===== config.mk =====
export PLATFORM = sky130hd
export DESIGN_NAME = uart_receive
export DESIGN_NICKNAME = d
export VERILOG_FILES = /design/src/rtl/uart_pkg.sv /design/src/rtl/uart_rx_fifo.sv /design/src/rtl/uart_receive.sv
export SDC_FILE = /design/constraint.sdc
export NUM_CORES = 1
export LEC_CHECK = 0
export ABC_CLOCK_PERIOD_IN_PS = 5400
export CORE_MARGIN = 1.5
export CORE_UTILIZATION = 30
export CTS_BUF_LIST = sky130_fd_sc_hd__clkbuf_8
export DETAILED_ROUTE_END_ITERATION = 10
export SYNTH_ARGS = -nofsm -noshare
export SYNTH_HDL_FRONTEND = slang
export SYNTH_HIERARCHICAL = 1
export SYNTH_SLANG_ARGS = --single-unit

===== constraint.sdc =====
create_clock -name clk -period 5.4 [get_ports clk]
set_input_delay 1.08 -clock clk [delete_from_list [all_inputs] [get_ports clk]]
set_output_delay 1.08 -clock clk [all_outputs]
set_load 0.1 [all_outputs]

===== src/rtl/uart_pkg.sv =====
// uart_pkg: shared UART state encoding and default frame/FIFO sizes
package uart_pkg;
  typedef enum logic [1:0] {WAITHIGH, IDLE, DATA, STOP} uart_state_e;
  localparam int UART_BITS = 8;
  localparam int UART_RX_DEPTH = 4;
endpackage


===== src/rtl/uart_rx_fifo.sv =====
// uart_rx_fifo: synchronous FIFO, head reads 0 when empty, push refused when full unless popping
module uart_rx_fifo import uart_pkg::*; #(
  parameter int width = UART_BITS,
  parameter int depth = UART_RX_DEPTH
) (
  input  logic             clk,
  input  logic             rst,
  input  logic             push,
  input  logic             pop,
  input  logic [width-1:0] din,
  output logic [width-1:0] dout,
  output logic             full,
  output logic             empty
);
  localparam int aw = $clog2(depth);
  logic [width-1:0] mem_q [depth];
  logic [aw-1:0] wr_q, rd_q;
  logic [aw:0] cnt_q;
  logic do_push, do_pop;
  assign full = cnt_q == (aw+1)'(depth);
  assign empty = cnt_q == '0;
  assign do_pop = pop & !empty;
  assign do_push = push & (!full | do_pop);
  assign dout = empty ? '0 : mem_q[rd_q];
  always_ff @(posedge clk)
    if (do_push) mem_q[wr_q] <= din;
  always_ff @(posedge clk)
    if (rst) begin
      wr_q <= '0;
      rd_q <= '0;
      cnt_q <= '0;
    end else begin
      if (do_push) wr_q <= wr_q + 1'b1;
      if (do_pop) rd_q <= rd_q + 1'b1;
      cnt_q <= cnt_q + (aw+1)'(do_push) - (aw+1)'(do_pop);
    end
endmodule


===== src/rtl/uart_receive.sv =====
// uart_receive: one-bit-per-clock 8N1 receiver feeding a valid/ready FIFO.
// UART_RX_SYNC_EN adds a two-flop input synchronizer for asynchronous lines.
module uart_receive import uart_pkg::*; #(
  parameter int bits = UART_BITS,
  parameter int depth = UART_RX_DEPTH
) (
  input  logic            clk,
  input  logic            rst,
  input  logic            en,
  input  logic            in,
  output logic [bits-1:0] out,
  output logic            valid,
  input  logic            ready,
  output logic            busy,
  output logic            frameErr,
  output logic            overrun
);
  localparam int iw = $clog2(bits);
  uart_state_e state_q;
  logic [iw-1:0] idx_q;
  logic [bits-1:0] shift_q;
  logic busy_q, fe_q, ov_q;
  logic s, push, pop, full, empty;
`ifdef UART_RX_SYNC_EN
  logic [1:0] sync_q;
  always_ff @(posedge clk)
    if (rst) sync_q <= 2'b11;
    else sync_q <= {sync_q[0], in};
  assign s = sync_q[1];
`else
  assign s = in;
`endif
  assign push = state_q == STOP & s;
  assign valid = !empty;
  assign pop = valid & ready;
  assign busy = busy_q;
  assign frameErr = fe_q;
  assign overrun = ov_q;
  uart_rx_fifo #(.width(bits), .depth(depth)) u_fifo (
    .clk(clk), .rst(rst), .push(push), .pop(pop), .din(shift_q),
    .dout(out), .full(full), .empty(empty)
  );
  always_ff @(posedge clk)
    if (rst) begin
      state_q <= WAITHIGH;
      idx_q <= '0;
      shift_q <= '0;
      busy_q <= 1'b0;
      fe_q <= 1'b0;
      ov_q <= 1'b0;
    end else begin
      fe_q <= 1'b0;
      ov_q <= push & full & !pop;
      case (state_q)
        WAITHIGH: if (s) state_q <= IDLE;
        IDLE: if (en & !s) begin
          state_q <= DATA;
          idx_q <= '0;
          busy_q <= 1'b1;
        end
        DATA: begin
          shift_q <= {s, shift_q[bits-1:1]};
          if (idx_q == iw'(bits-1)) state_q <= STOP;
          else idx_q <= idx_q + 1'b1;
        end
        STOP: begin
          busy_q <= 1'b0;
          fe_q <= !s;
          state_q <= s ? IDLE : WAITHIGH;
        end
        default: state_q <= WAITHIGH;
      endcase
    end
endmodule


==> results of run 1 <==
==> state kept, by name, indices dropped and copies added (netlist names), named ones only <==
register      flops
u_fifo/mem_q     32
shift_q           8
idx_q             3
u_fifo/cnt_q      3
state_q           2
u_fifo/rd_q       2
u_fifo/wr_q       2
busy              1
frameErr          1
overrun           1
==> metal layers <==
| metal | vias to the layer above | global-route usage (%) |
|---|---|---|
| met5 | - | 0 |
| met4 | 0 | 6.44 |
| met3 | 10 | 3.17 |
| met2 | 23 | 13.6 |
| met1 | 602 | 12.4 |
| li1 | 670 | - |
==> cell type report <==
type | instances | area (um2)
flip-flops and latches | 57 | 1460
inverters | 10 | 37.5
clock buffers | 10 | 138
well taps | 102 | 128
multi-input cells | 102 | 913
clock inverters | 6 | 66.3
repair buffers | 17 | 168
fillers | 746 | 4900
==> placed cells by master (no fill, tap or decap), drive strengths merged, types with 2 or more instances in the layout <==
cell type and count:
a21oi 2, and2 7, clkbuf 10, clkdlybuf4s50 16, clkinvlp 3, dfxtp 25, edfxtp 32, ha 12
inv 11, mux2i 12, mux4 8, nand2b 5, nor2 18, nor2b 11, nor3 3, o21ai 4
or3 2, xnor2 2
==> power by group <==
group	internal (mW)	switching, mW
logic	0.0711	0.112
registers	0.473	0.0151
clock network	0.226	0.173
==> worst paths after layout <==
kind	start	endpoint	slack [ns]	cells after the start
worst min register to register	busy	busy	0.50	2
worst max register to register	u_fifo/cnt_q[1]	u_fifo/cnt_q[2]	2.90	11
worst max-delay path	flop	out[6]	1.69	3
worst min-delay path	busy	busy	0.50	2
==> through the flow <==
| stage | area [um2] | hold slack (ns) | cells |
|---|---|---|---|
| final | 2910 | 0.495 | 304 |
| after global routing | 2910 | 0.518 | 304 |
| after CTS | 2910 | 0.492 | 304 |
| after detailed placement | 2710 | 0.475 | 288 |
| after global placement | 2710 | 0.472 | 288 |
| after floorplan | 2440 | 0.459 | 175 |
==> tightest hold or removal path: cells and delay by family (launching register included) <==
| family | cells | cell delay, ns |
|---|---|---|
| compound gates | 2 | 0.13 |
| flops | 1 | 0.32 |
==> cell families after synthesis <==
logic type,after synthesis
compound gates,13
xor+xnor,3
fa+ha+maj,13
buf+inv,16
flops,57
mux,21
simple gates,52
==> flow_summary_export.csv, run 1 <==
group,metric,value,unit
status,status,"complete, no violations",
setup_path,slowest_delay,0.96,ns
route,drc,0,
clock_tree,cts_buffers,9,
synthesis,synth_compound_area_share,4.25,%
setup_path,crit_family,"buffers and inverters",
setup_path,cp-start-kind,"flop",
sta,tightestPinTransition,0.967,ns
clock_tree,cts_tree,"yes",
route,wirelength,3660,um
synthesis,synth-simple-area-share,12.2,%
place,post-place-ws,1.95,ns
synthesis,synth_edf_count,32,
floorplan,pin_count,17,
cells_and_area,fin_nets,215,
cells_and_area,num_antenna_cells,0,
synthesis,synth.area.mux_share,12.9,%
power,power.density,367,mW/mm2
synthesis,postSynthCellCount,175,
sta,relSlewSlack,35.3,%
global_route,grt_max_degree,27,
place,dp_hpwl,2490,um
clock_tree,hold_buffers,0,
floorplan,die_y,93.2,um
route,drt_iter0_drc,62,
floorplan,core_area,0.00781,mm2
setup_path,crit_path_top_delay_cell,"clkdlybuf4s50_1",
route,met1Wirelength,1850,um
synthesis,synthArstFlopShare,0,%
synthesis,synth_adder_area_share,6.97,%
synthesis,synth_xor_xnor_area_share,1.08,%
sta,max_freq,270,MHz
synthesis,synth_ff_type,"edfxtp_1",
route,first_pass_iters,4,
clock_tree,ctsLongestPathBuffers,2,
power,power.total,1.07,mW
cells_and_area,syn_to_final_growth,19.3,%
floorplan,initial_utilization,31.3,%
clock_tree,clkTransAtPathRegs,0.07,ns
synthesis,syn_avg_cell_area,13.9,um2
clock_tree,clk_latency,0.33,ns
setup_path,path_class,"flop to primary output",
synthesis,netlist_area,0.00244,mm2
sta,setup_tns,0,ns
global_route,grtUsageTotal,9.60,%
power,p_leak,1.00,nW
sta,drv_slew,0,
min_path,hp-class,"flop to flop",
setup_path,crit_fanout,8,
synthesis,ys_seq_area_share,59.9,%
global_route,grt_overflow,0,
route,top_layer,"met4",
route,vias_per_cell,4.29,
floorplan,dieArea,0.00869,mm2
synthesis,yosys_warnings,6,
setup_path,end_kind,"primary output",
sta,hold_viol,0,
sta,setup_violations,0,
route,vias,1305,
route,drtAntennaViolNets,0,
floorplan,die_w,93.2,um
synthesis,synth_most_common_cell,"edfxtp_1",
synthesis,ys_top_cells_by_count,"32 x edfxtp_1, 25 x dfxtp_1, 18 x nor2_1",
floorplan,row_count,32,
clock_tree,htreeDepth,3,
sta,grt_setup_unrepaired,"false",
setup_path,crit_required,4.32,ns
global_route,grt_pass1_vias,1277,
job,cap_viol_max_count,0,
place,portBuffers,16,
sta,period_minus_slack,3.71,ns
route,met2_length,1590,um
sta,fin_ws,1.69,ns
synthesis,yosys-top-cells-area,"edfxtp_1 39%, dfxtp_1 21%, mux4_2 7.4%",
global_route,grt_pass1_wl,6210,um
sta,fin_worst_skew,0.00890,ns
synthesis,synth_top_family_by_area,"multiplexers",
synthesis,synth_seq_cells,57,
route,routedWlPerCell,12.0,um
place,place_congestion,0.692,
sta,min_period_over_period,68.6,%
synthesis,ys_types,37,
global_route,grt_antenna_before_repair,0,
clock_tree,post_cts_buffers,0,
clock_tree,ctsResizeCount,0,
setup_path,cp.buffers_inverters,1,
cells_and_area,final_util,37.3,%
setup_path,crit_path_cell_trace,"mux4_2 -> nor2b_1 -> clkdlybuf4s50_1",
synthesis,synth_top_cell_by_area,"edfxtp_1",
clock_tree,root_buffer,"clkbuf_8",
synthesis,yosysTopAreaCellShare,39.4,%
setup_path,critPathArrivalTime,2.63,ns
clock_tree,cts_num_sinks,57,
synthesis,synth_fp_nets,193,
power,vdd_drop_max,0.000167,V
route,dr_wl_met3,111,um
cells_and_area,drive_gt1_share,15.3,%
No activity file was read; power rests on OpenSTA's default activity.
==> inputs of run 2 (changes only) <==
--- a/config.mk
+++ b/config.mk
@@ -5,7 +5,7 @@
 export SDC_FILE = /design/constraint.sdc
 export NUM_CORES = 1
 export LEC_CHECK = 0
-export ABC_CLOCK_PERIOD_IN_PS = 5400
+export ABC_CLOCK_PERIOD_IN_PS = 3650
 export CORE_MARGIN = 1.5
 export CORE_UTILIZATION = 30
 export CTS_BUF_LIST = sky130_fd_sc_hd__clkbuf_8
==> constraint.sdc (replaced) <==
create_clock -name clk -period 3.65 [get_ports clk]
set_input_delay 0.73 -clock clk [delete_from_list [all_inputs] [get_ports clk]]
set_output_delay 0.73 -clock clk [all_outputs]
set_load 0.1 [all_outputs]
==> run 2 against run 1 <==
Clock power grew 23%. Critical endpoint is now out[7]. Total power grew 39%. Sequential share of layout area grew 0.86 points. Die area is the same. Critical path type unchanged. Count of clock-buffer cells in the layout shrank 1. Clock skew shrank 0.0048 ns. Register-to-register slack lost 1.7 ns. Combinational power grew 49%. Via count grew 3.4%. Flip-flop and latch count is the same.
==> flow_summary_export.csv, run 2 (synthesis results as in run 1) <==
group,metric,value,unit
status,status,"complete, no violations",
clock_tree,ctsResizeCount,0,
sta,hold_viol,0,
route,drtAntennaViolNets,0,
cells_and_area,layout_common_cells,"32 x edfxtp_1, 25 x dfxtp_1, 18 x nor2_1",
route,dr_wl_met3,155,um
setup_path,slowest_delay,0.68,ns
place,dp_hpwl,2590,um
setup_path,crit_fanout,8,
setup_path,crit_path_cell_trace,"mux4_2 -> nor2b_1 -> buf_4",
route,first_pass_iters,4,
setup_path,crit_required,2.92,ns
place,place_congestion,0.690,
clock_tree,ctsLongestPathBuffers,2,
global_route,grt_pass1_wl,6530,um
sta,period_minus_slack,2.71,ns
setup_path,crit_path_top_delay_cell,"dfxtp_1",
global_route,grt_max_degree,18,
power,p_leak,1.01,nW
sta,drv_slew,0,
sta,min_period_over_period,74.3,%
setup_path,critPathArrivalTime,1.98,ns
route,met1Wirelength,1880,um
cells_and_area,mostFrequentLayoutCell,"edfxtp_1",
cells_and_area,drive_gt1_share,19.7,%
route,routedWlPerCell,12.6,um
setup_path,cp-start-kind,"flop",
sta,setup_violations,0,
cells_and_area,num_antenna_cells,0,
power,pwr-share-clk,33.1,%
power,pwr-share-comb,18.3,%
cells_and_area,fin_nets,216,
clock_tree,clkTransAtPathRegs,0.06,ns
floorplan,die_y,93.2,um
setup_path,path_class,"flop to primary output",
global_route,grt_antenna_before_repair,0,
cells_and_area,largest_register_ffs,32,
cells_and_area,regMostFlops,"u_fifo/mem_q",
floorplan,row_count,32,
sta,relSlewSlack,34.8,%
route,vias,1349,
floorplan,die_w,93.2,um
sta,setup_tns,0,ns
global_route,grt_overflow,0,
power,vdd_drop_max,0.000398,V
power,p_sw_share,29.5,%
clock_tree,clk_latency,0.33,ns
route,top_layer,"met4",
floorplan,initial_utilization,31.3,%
cells_and_area,largest_registers,"u_fifo/mem_q x32, shift_q x8",
sta,hold_slack,0.498,ns
cells_and_area,n_fill_cell,758,
cells_and_area,regArea,0.00146,mm2
clock_tree,cts_tree,"yes",
clock_tree,cts_buffers,9,
global_route,grt_pass1_vias,1334,
sta,grt_setup_unrepaired,"false",
min_path,worstHoldStart,"busy",
route,wirelength,3830,um
floorplan,dieArea,0.00869,mm2
power,internal_power,1.05,mW
sta,max_freq,369,MHz
clock_tree,cts_num_sinks,57,
setup_path,end_kind,"primary output",
clock_tree,post_cts_buffers,0,
route,drt_iter0_drc,45,
job,cap_viol_max_count,0,
cells_and_area,multiInputGateArea,913,um2
floorplan,core_area,0.00781,mm2
min_path,hp-class,"flop to flop",
clock_tree,htreeDepth,3,
power,power.density,519,mW/mm2
floorplan,pin_count,17,
sta,fin_worst_skew,0.00413,ns
setup_path,reg2reg_from,"u_fifo/cnt_q[1]",
clock_tree,hold_buffers,0,
place,portBuffers,16,
route,drc,0,
sta,tightestPinTransition,0.974,ns
power,p_seq_share,48.6,%
clock_tree,root_buffer,"clkbuf_8",
global_route,grtUsageTotal,10.3,%
route,vias_per_cell,4.42,
cells_and_area,syn_to_final_growth,17.3,%
power,p_switching,0.439,mW
route,met2_length,1770,um
==> run 2: path summary, 6_finish.rpt <==
path         slack (ns)  depth (start not counted)              end
min reg2reg        0.50                          2             busy
max reg2reg        1.17                         11  u_fifo/cnt_q[2]
min                0.50                          2             busy
max                0.94                          3           out[7]
==> run 2: area by class of cell <==
| class | instances | area share, % |
|---|---|---|
| Timing Repair Buffer | 18 | 5.33 |
| Multi-Input combinational cell | 102 | 31.9 |
| Tap cell | 102 | 4.46 |
| Clock inverter | 7 | 1.62 |
| Sequential cell | 57 | 51.0 |
| Clock buffer | 9 | 4.33 |
| Inverter | 10 | 1.31 |
==> run 2: layer usage <==
layer,vias to the layer above,track usage [%]
met5,-,0
met4,0,5.43
met3,4,3.66
met2,29,15.3
met1,645,13.1
li1,671,-
==> run 2: power by group through the flow <==
stage | logic [mW] | registers, mW | clock network, mW
6_report | 0.272 | 0.723 | 0.492
5_1_grt | 0.307 | 0.726 | 0.545
4_1_cts | 0.276 | 0.723 | 0.513
3_5_place_dp | 0.275 | 0.737 | 0
3_3_place_gp | 0.276 | 0.737 | 0
2_1_floorplan | 0.208 | 0.744 | 0
==> run 2: per-stage QoR <==
step                total power [mW]  utilization [%]  instances  instance area (um2)  setup slack, ns
floorplan                      0.952                -        175                 2440            0.773
finish                          1.49             36.7        305                 2860            0.938
detailed placement              1.01             34.5        289                 2690            0.603
global placement                1.01             34.5        289                 2690            0.656
global route                    1.58             36.7        305                 2860            0.807
CTS                             1.51             36.7        305                 2860            0.875
==> run 2: worst max-delay path: cells and delay by family (launching register included) <==
kind | cells | cell delay, ns
buffers and inverters | 1 | 0.23
multiplexers | 1 | 0.60
AND/OR/NAND/NOR | 1 | 0.15
flip-flops | 1 | 0.68
==> inputs of run 3 (changes only) <==
--- a/config.mk
+++ b/config.mk
@@ -5,7 +5,7 @@
 export SDC_FILE = /design/constraint.sdc
 export NUM_CORES = 1
 export LEC_CHECK = 0
-export ABC_CLOCK_PERIOD_IN_PS = 3650
+export ABC_CLOCK_PERIOD_IN_PS = 2700
 export CORE_MARGIN = 1.5
 export CORE_UTILIZATION = 30
 export CTS_BUF_LIST = sky130_fd_sc_hd__clkbuf_8
==> constraint.sdc (replaced) <==
create_clock -name clk -period 2.7 [get_ports clk]
set_input_delay 0.54 -clock clk [delete_from_list [all_inputs] [get_ports clk]]
set_output_delay 0.54 -clock clk [all_outputs]
set_load 0.1 [all_outputs]
==> run 3 against run 2 <==
Global-route usage up 0.21 points. Flip-flop and latch count is the same. Critical path type is now flop to flop. Count of clock-buffer cells in the layout increased by 1. Worst setup slack got worse by 0.62 ns. Largest power group unchanged. Non-clock buffer count increased by 8. Register-to-register slack got worse by 0.86 ns. Sequential power grew 35%.
==> flow_summary_export.csv, run 3 (synthesis results as in run 1) <==
group,metric,value,unit
status,status,"complete, no violations",
setup_path,path_class,"flop to flop",
setup_path,crit_required,2.90,ns
floorplan,die_w,93.2,um
cells_and_area,syn_to_final_growth,26.1,%
sta,setup_violations,0,
route,drtAntennaViolNets,0,
route,drt_iter0_drc,65,
clock_tree,cts_tree,"yes",
cells_and_area,fin_nets,224,
place,placed_cell_area,0.00286,mm2
cells_and_area,layout_common_cells,"32 x edfxtp_1, 25 x dfxtp_1, 18 x nor2_1",
job,cap_viol_max_count,0,
setup_path,crit_fanout,5,
setup_path,critPathArrivalTime,2.58,ns
global_route,grt_pass1_vias,1349,
cells_and_area,regMostFlops,"u_fifo/mem_q",
sta,tightestPinTransition,0.709,ns
route,first_pass_iters,4,
setup_path,worst-path-stages,10,
clock_tree,cts_num_sinks,57,
global_route,grtUsageTotal,10.5,%
sta,drv_slew,0,
sta,hold_viol,0,
setup_path,crit_path_cell_trace,"nor3_1 -> nor2b_1 -> o31ai_2 -> or2_1 -> a21bo_1 -> ha_1 -> fa_1 -> xnor2_1 -> xnor2_1 -> nor2_1",
setup_path,reg2reg_from,"u_fifo/cnt_q[1]",
setup_path,cp.buffers_inverters,0,
route,vias_per_cell,4.41,
sta,min_period_over_period,88.4,%
clock_tree,clkTransAtPathRegs,0.07,ns
sta,relSlewSlack,52.8,%
clock_tree,root_buffer,"clkbuf_8",
min_path,hp-class,"flop to flop",
floorplan,core_area,0.00781,mm2
clock_tree,ctsLongestPathBuffers,2,
power,vdd_drop_max,0.000498,V
sta,period_minus_slack,2.39,ns
place,portBuffers,16,
clock_tree,clk_latency,0.33,ns
place,place_congestion,0.694,
cells_and_area,largest_register_ffs,32,
setup_path,end_kind,"flop",
sta,max_freq,419,MHz
setup_path,r2r_cells,10,
place,dp.cells,297,
setup_path,startpoint,"u_fifo/cnt_q[1]",
setup_path,crit_family,"simple AND/OR/NAND/NOR gates",
route,routedWlPerCell,12.6,um
floorplan,die_y,93.2,um
clock_tree,hold_buffers,0,
place,dp_hpwl,2660,um
setup_path,setup.worst_path.end,"u_fifo/cnt_q[2]",
cells_and_area,final_cells,313,
clock_tree,post_cts_buffers,0,
floorplan,row_count,32,
power,p_leak,1.12,nW
route,drc,0,
cells_and_area,n_fill_cell,760,
global_route,grt_antenna_before_repair,0,
route,vias,1379,
setup_path,slowest_delay,0.38,ns
global_route,grt_pass1_wl,6660,um
cells_and_area,mostFrequentLayoutCell,"edfxtp_1",
setup_path,crit_path_top_delay_cell,"dfxtp_1",
clock_tree,ctsResizeCount,0,
setup_path,r2r-end,"u_fifo/cnt_q[2]",
power,power.density,730,mW/mm2
cells_and_area,drive_gt1_share,24.2,%
cells_and_area,largest_registers,"u_fifo/mem_q x32, shift_q x8",
clock_tree,cts_buffers,9,
cells_and_area,num_antenna_cells,0,
min_path,worstHoldPathCells,2,
floorplan,pin_count,17,
clock_tree,htreeDepth,3,
cells_and_area,finalInstanceArea,0.00308,mm2
setup_path,crit_path_frequent_cell,"xnor2_1",
global_route,grt_overflow,0,
cells_and_area,final_util,39.4,%
floorplan,initial_utilization,31.3,%
setup_path,rrSetupSlack,0.31,ns
floorplan,dieArea,0.00869,mm2
sta,fin_worst_skew,0.00494,ns
global_route,grt_max_degree,18,
sta,grt_setup_unrepaired,"false",
setup_path,cp-start-kind,"flop",
route,wirelength,3960,um
-- run 3: through the flow --
step           hold WS, ns  power [mW]  setup slack [ns]  TNS, ns
6_report             0.492        2.25             0.313        0
5_1_grt              0.514        2.35             0.112        0
4_1_cts              0.493        2.27             0.284        0
3_5_place_dp         0.474        1.40           -0.0167  -0.0267
3_3_place_gp         0.474        1.39            0.0243        0
2_1_floorplan        0.459        1.29            0.0132        0
-- run 3: worst min path at each step --
stage                         from  slack [ns]            endpoint
CTS                           busy        0.49                busy
global route                  busy        0.51                busy
global placement    u_fifo/rd_q[1]        0.47      u_fifo/rd_q[1]
detailed placement            busy        0.47                busy
finish                        busy        0.49                busy
floorplan               shift_q[0]        0.46  u_fifo/mem_q[0][0]
-- run 3: power breakdown --
group	internal (mW)	leakage [nW]	switching, mW
registers	0.946	0.500	0.0288
logic	0.165	0.503	0.234
clock network	0.539	0.117	0.335
-- run 3: routing by layer --
metal  track usage, %  up-vias  wire [um]
li1                 -      687          -
met1             12.3      654       1810
met5                0        -          0
met3             4.15       10        188
met4             5.68        0         88
met2             16.5       28       1870
-- run 3: tightest hold or removal path, cell delays in order, from the launching register on --
cell	delay, ns
dfxtp_1	0.31
o21ai_0	0.07
a21oi_1	0.06
-- run 3: cell type report --
type,count,area [um2],share of cell area (%)
flip-flops and latches,57,1460,47.5
multi-input cells,102,913,29.7
repair buffers,26,318,10.3
clock buffers,10,138,4.47
well taps,102,128,4.15
clock inverters,6,82.6,2.68
inverters,10,37.5,1.22
